## config.mk

```make
export PLATFORM = sky130hd
export DESIGN_NAME = mem_arbiter
export DESIGN_NICKNAME = d
export VERILOG_FILES = /design/src/rtl/mem_arb_pkg.sv /design/src/rtl/mem_arb_pick.sv /design/src/rtl/mem_arbiter.sv
export SDC_FILE = /design/constraint.sdc
export NUM_CORES = 1
export LEC_CHECK = 0
export BUFFER_PORTS_ARGS = -buffer_cell sky130_fd_sc_hd__clkbuf_2
export CAP_MARGIN = 20
export CORE_UTILIZATION = 25
export CTS_CLUSTER_SIZE = 28
export DETAILED_ROUTE_END_ITERATION = 8
export PLACE_DENSITY = 0.57
export SYNTH_ARGS = -nofsm -noshare
export SYNTH_HDL_FRONTEND = slang
export SYNTH_HIERARCHICAL = 1
export SYNTH_SLANG_ARGS = --single-unit
```

## constraint.sdc

```tcl
create_clock -name clk -period 1.3 [get_ports clk]
set_input_delay 0.065 -clock clk [delete_from_list [all_inputs] [get_ports clk]]
set_output_delay 0.065 -clock clk [all_outputs]
set_load 0.02 [all_outputs]
```

## src/rtl/mem_arb_pkg.sv

```systemverilog
// Shared types and defaults for the RAM sequencer/arbiter.
package mem_arb_pkg;

    localparam int unsigned AW_DEFAULT = 4;
    localparam int unsigned DW_DEFAULT = 8;

    typedef enum logic [1:0] {
        IDLE   = 2'd0,
        ACCESS = 2'd1,
        ACK    = 2'd2
    } state_t;

    typedef enum logic {
        REQ_CPU = 1'b0,
        REQ_LD  = 1'b1
    } req_id_t;

endpackage

```

## src/rtl/mem_arb_pick.sv

```systemverilog
// Combinational winner select between the CPU and loader requesters.
// MEM_ARB_RR_EN defined: round-robin on ties (requester not granted last wins).
// MEM_ARB_RR_EN undefined: fixed priority, loader over CPU.
module mem_arb_pick
    import mem_arb_pkg::*;
(
    input  logic    cpu_elig,
    input  logic    ld_elig,
`ifdef MEM_ARB_RR_EN
    input  req_id_t last_grant,
`endif
    output logic    grant_valid,
    output req_id_t grant_id
);

    // Pick one eligible requester; grant_id is don't-care when nothing is eligible.
    always_comb begin
        grant_valid = cpu_elig | ld_elig;
        grant_id    = REQ_CPU;
`ifdef MEM_ARB_RR_EN
        if (cpu_elig && ld_elig) begin
            grant_id = (last_grant == REQ_CPU) ? REQ_LD : REQ_CPU;
        end else if (ld_elig) begin
            grant_id = REQ_LD;
        end
`else
        if (ld_elig) begin
            grant_id = REQ_LD;
        end
`endif
    end

endmodule

```

## src/rtl/mem_arbiter.sv

```systemverilog
// Sequencer/arbiter for the single-port program RAM shared by the CPU bus
// and the program loader. Each access is IDLE -> ACCESS -> ACK.
// Build option: MEM_ARB_RR_EN selects round-robin arbitration (adds a
// last-grant register); otherwise the loader has fixed priority.
module mem_arbiter
    import mem_arb_pkg::*;
#(
    parameter int unsigned AW = AW_DEFAULT,
    parameter int unsigned DW = DW_DEFAULT
) (
    input  logic          clk,
    input  logic          rst,
    input  logic          prog_mode,
    input  logic          cpu_req,
    input  logic          cpu_we,
    input  logic [AW-1:0] cpu_addr,
    input  logic [DW-1:0] cpu_wdata,
    output logic          cpu_ack,
    output logic [DW-1:0] cpu_rdata,
    input  logic          ld_req,
    input  logic          ld_we,
    input  logic [AW-1:0] ld_addr,
    input  logic [DW-1:0] ld_wdata,
    output logic          ld_ack,
    output logic [DW-1:0] ld_rdata,
    output logic [AW-1:0] mem_address,
    output logic          ri,
    output logic          ro,
    output logic [DW-1:0] mem_wdata,
    input  logic [DW-1:0] mem_rdata,
    output logic          busy
);

    state_t  state;
    state_t  state_nxt;
    req_id_t id_q;
    logic    we_q;
    logic    cpu_elig;
    logic    ld_elig;
    logic    grant_valid;
    req_id_t grant_id;
    logic    grant;

    assign cpu_elig = cpu_req & ~prog_mode;
    assign ld_elig  = ld_req;
    assign grant    = (state == IDLE) && grant_valid;

`ifdef MEM_ARB_RR_EN
    req_id_t last_grant;

    // Remember who won most recently so ties alternate.
    always_ff @(posedge clk or posedge rst) begin
        if (rst) begin
            last_grant <= REQ_CPU;
        end else if (grant) begin
            last_grant <= grant_id;
        end
    end
`endif

    mem_arb_pick u_pick (
        .cpu_elig    (cpu_elig),
        .ld_elig     (ld_elig),
`ifdef MEM_ARB_RR_EN
        .last_grant  (last_grant),
`endif
        .grant_valid (grant_valid),
        .grant_id    (grant_id)
    );

    // State register.
    always_ff @(posedge clk or posedge rst) begin
        if (rst) begin
            state <= IDLE;
        end else begin
            state <= state_nxt;
        end
    end

    // Next-state and output decode; strobes are pure state decode so a
    // reset in ACCESS drops ri/ro immediately.
    always_comb begin
        state_nxt = state;
        ri        = 1'b0;
        ro        = 1'b0;
        cpu_ack   = 1'b0;
        ld_ack    = 1'b0;
        busy      = (state != IDLE);
        case (state)
            IDLE: begin
                if (grant_valid) begin
                    state_nxt = ACCESS;
                end
            end
            ACCESS: begin
                ri        = we_q;
                ro        = ~we_q;
                state_nxt = ACK;
            end
            ACK: begin
                cpu_ack   = (id_q == REQ_CPU);
                ld_ack    = (id_q == REQ_LD);
                state_nxt = IDLE;
            end
            default: begin
                state_nxt = IDLE;
            end
        endcase
    end

    // Latch the winner's payload on grant; RAM address/data come straight
    // from these registers so they only change on entry to ACCESS.
    always_ff @(posedge clk or posedge rst) begin
        if (rst) begin
            id_q        <= REQ_CPU;
            we_q        <= 1'b0;
            mem_address <= '0;
            mem_wdata   <= '0;
        end else if (grant) begin
            id_q <= grant_id;
            if (grant_id == REQ_LD) begin
                we_q        <= ld_we;
                mem_address <= ld_addr;
                mem_wdata   <= ld_wdata;
            end else begin
                we_q        <= cpu_we;
                mem_address <= cpu_addr;
                mem_wdata   <= cpu_wdata;
            end
        end
    end

    // Capture read data into the winner's register at the end of ACCESS.
    always_ff @(posedge clk or posedge rst) begin
        if (rst) begin
            cpu_rdata <= '0;
            ld_rdata  <= '0;
        end else if ((state == ACCESS) && !we_q) begin
            if (id_q == REQ_LD) begin
                ld_rdata <= mem_rdata;
            end else begin
                cpu_rdata <= mem_rdata;
            end
        end
    end

endmodule

```

# After elaboration in Yosys (flattened, before gate mapping)
# Cells that the tools add are included.
[classes]
shift = 0
mux = 10
magnitude_cmp = 0
reduce_logical = 7
eq_ne = 3
bitwise_logic = 5
n_div = 0
n_addsub = 0
n_mul = 0
[ops]
columns = ["op", "count"]
rows = [
  ["8-bit two-way mux", 1],
  ["1-bit two-way mux", 6],
  ["4-bit two-way mux", 1],
  ["2-bit one-hot mux with 2 select lines", 1],
  ["2-bit AND reduction", 2],
  ["1-bit NOT", 3],
  ["2-bit by 1-bit equality test with 1-bit output, second input constant", 1],
  ["2-bit equality test, second input constant", 1],
  ["1-bit logical AND", 2],
  ["2-bit zero test", 1],
  ["2-bit two-way mux", 1],
  ["2-bit != test, second input constant", 1],
  ["2-bit nonzero test", 1],
  ["1-bit AND", 1],
  ["1-bit zero test", 1],
  ["1-bit OR", 1],
]
[word_totals]
rom_bits = 0
mem_bits_rw = 0
out_inout_bits = 33
n_memories = 0
inputBits = 39
elab_cells = 32
latchBits = 0
reg_bits = 32

# Logic depth before layout (Yosys ltp)
[depth]
depth_word = 5
mapped_depth = 5
ltp_nobuf = 4

# Modules after synthesis
# Netlist, hierarchy kept.
[by_module_without_submodules]
columns = ["mod", "instances", "seq_area_each_um2", "area_per_inst_um2", "cells_each"]
rows = [
  ["mem_arbiter", 1, 800.8, 1416.4, 89],
  ["mem_arb_pick", 1, 0.0, 13.8, 2],
]

# Least setup slack after synthesis
# OpenSTA, ideal clock, no wires.
[synth_timing]
path_kind = "reg2reg"
startpoint = "register state[1]"
endpoint = "register id_q"
synth_period_minus_slack_ns = 1.454
path_stages_with_launch = 4
path_buffers = 1
t_arrival_ns = 1.329
required_ns = 1.175
setup_ns = 0.125
path_slack_ns = -0.154
cell_sequence = "dfrtp_1 -> nor3b_2 -> buf_6 -> mux2_2"
[synth_via]
elab_chain_cells = 2
[synth_rtl]
columns = ["item", "line_no", "source"]
rows = [
  ["from (decl)", "mem_arbiter.sv:34", "state_t state;"],
  ["from (signal assigned)", "mem_arbiter.sv:76", "state <= state_nxt;"],
  ["2-bit zero test", "mem_arbiter.sv:46", "assign grant = (state == IDLE) && grant_valid;"],
  ["1-bit logical AND", "mem_arbiter.sv:46", ""],
  ["to (signal assigned)", "mem_arbiter.sv:120", "id_q <= grant_id;"],
  ["to (decl)", "mem_arbiter.sv:36", "req_id_t id_q;"],
]
# Every way passes these cells.
# A chain may end at the register's enable or synchronous reset.

# Worst setup path after layout
[layout_timing]
startpoint = "register state[0]"
endpoint = "output port ro"
[layout_via]
elab_chain_cells = 2
[layout_rtl]
columns = ["item", "line_no", "source"]
rows = [
  ["2-bit by 1-bit equality test with 1-bit output", "mem_arbiter.sv:89", "case (state)"],
  ["1-bit two-way mux", "mem_arbiter.sv:89", ""],
  ["to (decl)", "mem_arbiter.sv:28", "output logic ro,"],
]
# Every way passes these cells.

==> flow_metrics.tcl <==
set metrics [dict create \
    run_status "finished with violations" \
    violations "setup timing" \
    syn_nets 130 \
    syn-instance-count 91 \
    ioPinCount 72 \
    diodes 0 \
    cap_violations 0 \
    fin_worst_skew_ps 1.57 \
    slew_headroom 0.725 \
    finalCritPeriodShare 1.07 \
    die_x_um 77.6 \
    fill_cells 532 \
    period_minus_slack_ps 1390 \
    dr.pass1.iters 4 \
    min_to "cpu_rdata[7]$_DFFE_PP0P_" \
    ys_types 16 \
    h-tree-depth 2 \
    crit_family "flip-flops" \
    grt_pass1_vias 1161 \
    synth.most_common_cell "mux2_2" \
    fp.dieH_um 77.6 \
    cts_sinks 32 \
    cp_cell_sequence "buf_6, and2b_2, nor2b_1, buf_4" \
    synthTopCellsByArea "dfrtp_1, mux2_2, nor4b_4, buf_6, and4bb_2" \
    fin_tns_setup_ps -1690 \
    dieArea_um2 6030 \
    grt_pass1_wl_mm 5.26 \
    grt_overflow_total 0 \
    avgRoutedWirePerCell_um 12.8 \
    hp-class "in -> reg" \
    finalInstanceArea_um2 2270 \
    worstMarginPinSlew_ps 412 \
    crit_path_start_kind "register" \
    port_buffers 71 \
    power.leakage_nw 1.15 \
    drtIter0Drc 19 \
    place_inst 244 \
    synth-edff-count 0 \
    slew_violations 0 \
    avgSynthCellArea_um2 15.7 \
    synth_top_area_frac 0.560 \
    num_rows 27 \
    p_per_area_nw_per_um2 2500 \
    vias_per_cell 4.25 \
    clock_latency_ps 280 \
    total_power_mw 5.67 \
    antenna_left 0 \
    drive_above_1_share 0.813 \
    endpoint_kind "primary output" \
    synth_area_leader_cell "dfrtp_1" \
    clock_path_buffers 2 \
    reg2reg_slack_ps -70 \
    utilization 0.411 \
    cts_root_buf "clkbuf_8" \
    hp-start "mem_rdata[7]" \
    synth_area_um2 1430 \
    ys.flop_type "dfrtp_1" \
    antenna_found_initial 0 \
    hold_ws_ps 39.0 \
    rsz0062_at_grt "true" \
    track_usage 0.114 \
    place_area_um2 1960 \
    crit_required_ps 1240 \
    layout_setup_ws_ps -89.5 \
    gp_congestion 0.712 \
    critical_path_class "reg -> out" \
    start_util 0.260 \
    final_cells 254 \
    hold_violations 0 \
    fmax_mhz 720 \
    final_net_count 221 \
    yosysWarningCount 6 \
    syn2layout_area_growth_pct 58.4 \
    drt_drc_violations_left 0 \
    post-dp-hpwl_mm 2.31 \
    cts_buffers 5 \
    core_region_area_um2 5510 \
    dp_slack_ps -65.3 \
    cts_tree "built" \
    path_buf_inv 2 \
    setup_violations 33 \
    synth-seq-area-share 0.560 \
    hold_depth 2 \
    vdd.ir_drop.worst_v 0.000940 \
    reg2reg_to "cpu_rdata[3]$_DFFE_PP0P_" \
    worstReg2RegStart "we_q$_DFFE_PP0P_" \
    critPathSlowestCell "dfrtp_2" \
    arrival_ps 1320 \
    num_vias 1079 \
    synthArstFlopShare 1.00 \
    cpPeakStageDelay_ps 440 \
    reg2reg_depth 3 \
    wirelength_mm 3.24 \
    synth_seq_cells 32 \
    grt_max_degree 33 \
    path_clk_slew_ps 60 \
    yosys-top-cells-count "mux2_2, dfrtp_1, buf_6, nor2b_1" \
    cp_max_fo 4 \
]
## power breakdown
part / internal (mW) / switching [mW] / leakage, nW / total [mW]
combinational: 1.66 / 1.34 / 0.719 / 3.00
sequential: 1.52 / 0.346 / 0.376 / 1.87
clock: 0.471 / 0.334 / 0.0503 / 0.805
total: 3.65 / 2.02 / 1.15 / 5.67
## logic make-up (layout without fill, tap and decap cells)
family,after synthesis,count (layout),share of synthesized area
mux,43,43,0.339
flops,32,32,0.560
simple gates,11,11,0.0744
buf+inv,5,96,0.0271
## layout make-up
type | instances | area, µm² | share of cell area
clock buffers | 7 | 96.3 | 0.0425
inverters | 1 | 3.75 | 0.00166
multi-input cells | 54 | 712 | 0.314
flip-flops and latches | 32 | 806 | 0.356
well taps | 72 | 90.1 | 0.0398
repair buffers | 88 | 558 | 0.246
## worst reg2reg max path: stages, from the launching register on
cell	delay (ps)
dfrtp_2	440
nor4b_4	340
buf_6	170
mux2_4	300
## routing by layer
metal / global-route usage / wire [µm] / vias up
li1: - / - / 501
met2: 0.196 / 1590 / 47
met1: 0.128 / 1370 / 525
met3: 0.0341 / 229 / 6
met4: 0.0566 / 59 / 0
met5: 0 / 0 / -
## cell usage in the layout, fill, tap and decap left out, types with 2 or more instances in the layout
cell type	synthesis	routed
nor2b_1	2	2
clkbuf_8	0	7
dfrtp_1	32	28
buf_6	2	12
dfrtp_2	0	4
buf_4	1	7
buf_8	0	2
clkbuf_2	0	66
mux2_4	0	30
mux2_2	43	13
## worst max path at each step
| stage | start | endpoint | slack, ps | cells after the start |
|---|---|---|---|---|
| after global routing | state[0]$_DFFE_PP0P_ | ro | -140 | 4 |
| after global placement | we_q$_DFFE_PP0P_ | cpu_rdata[5]$_DFFE_PP0P_ | -60 | 3 |
| final | state[0]$_DFFE_PP0P_ | ro | -90 | 4 |
| after detailed placement | we_q$_DFFE_PP0P_ | cpu_rdata[3]$_DFFE_PP0P_ | -70 | 3 |
| after floorplan | we_q$_DFFE_PP0P_ | cpu_rdata[0]$_DFFE_PP0P_ | -80 | 2 |
| after CTS | state[0]$_DFFE_PP0P_ | ri | -100 | 4 |
## sequential cells by signal, summed over array words and instances (netlist names)
signal       count
cpu_rdata        8
mem_wdata        8
state            2
mem_address      4
ld_rdata         8
we_q             1
id_q             1
## what timing repair did
action,CTS,global route
resized for setup,43,12
setup endpoints to repair,35,35
setup buffers,2,0
gates cloned,0,0
pin swaps,3,0
hold endpoints to repair,32,0
hold buffers,1,0
Note: power is estimated with default switching activity, not from simulation.
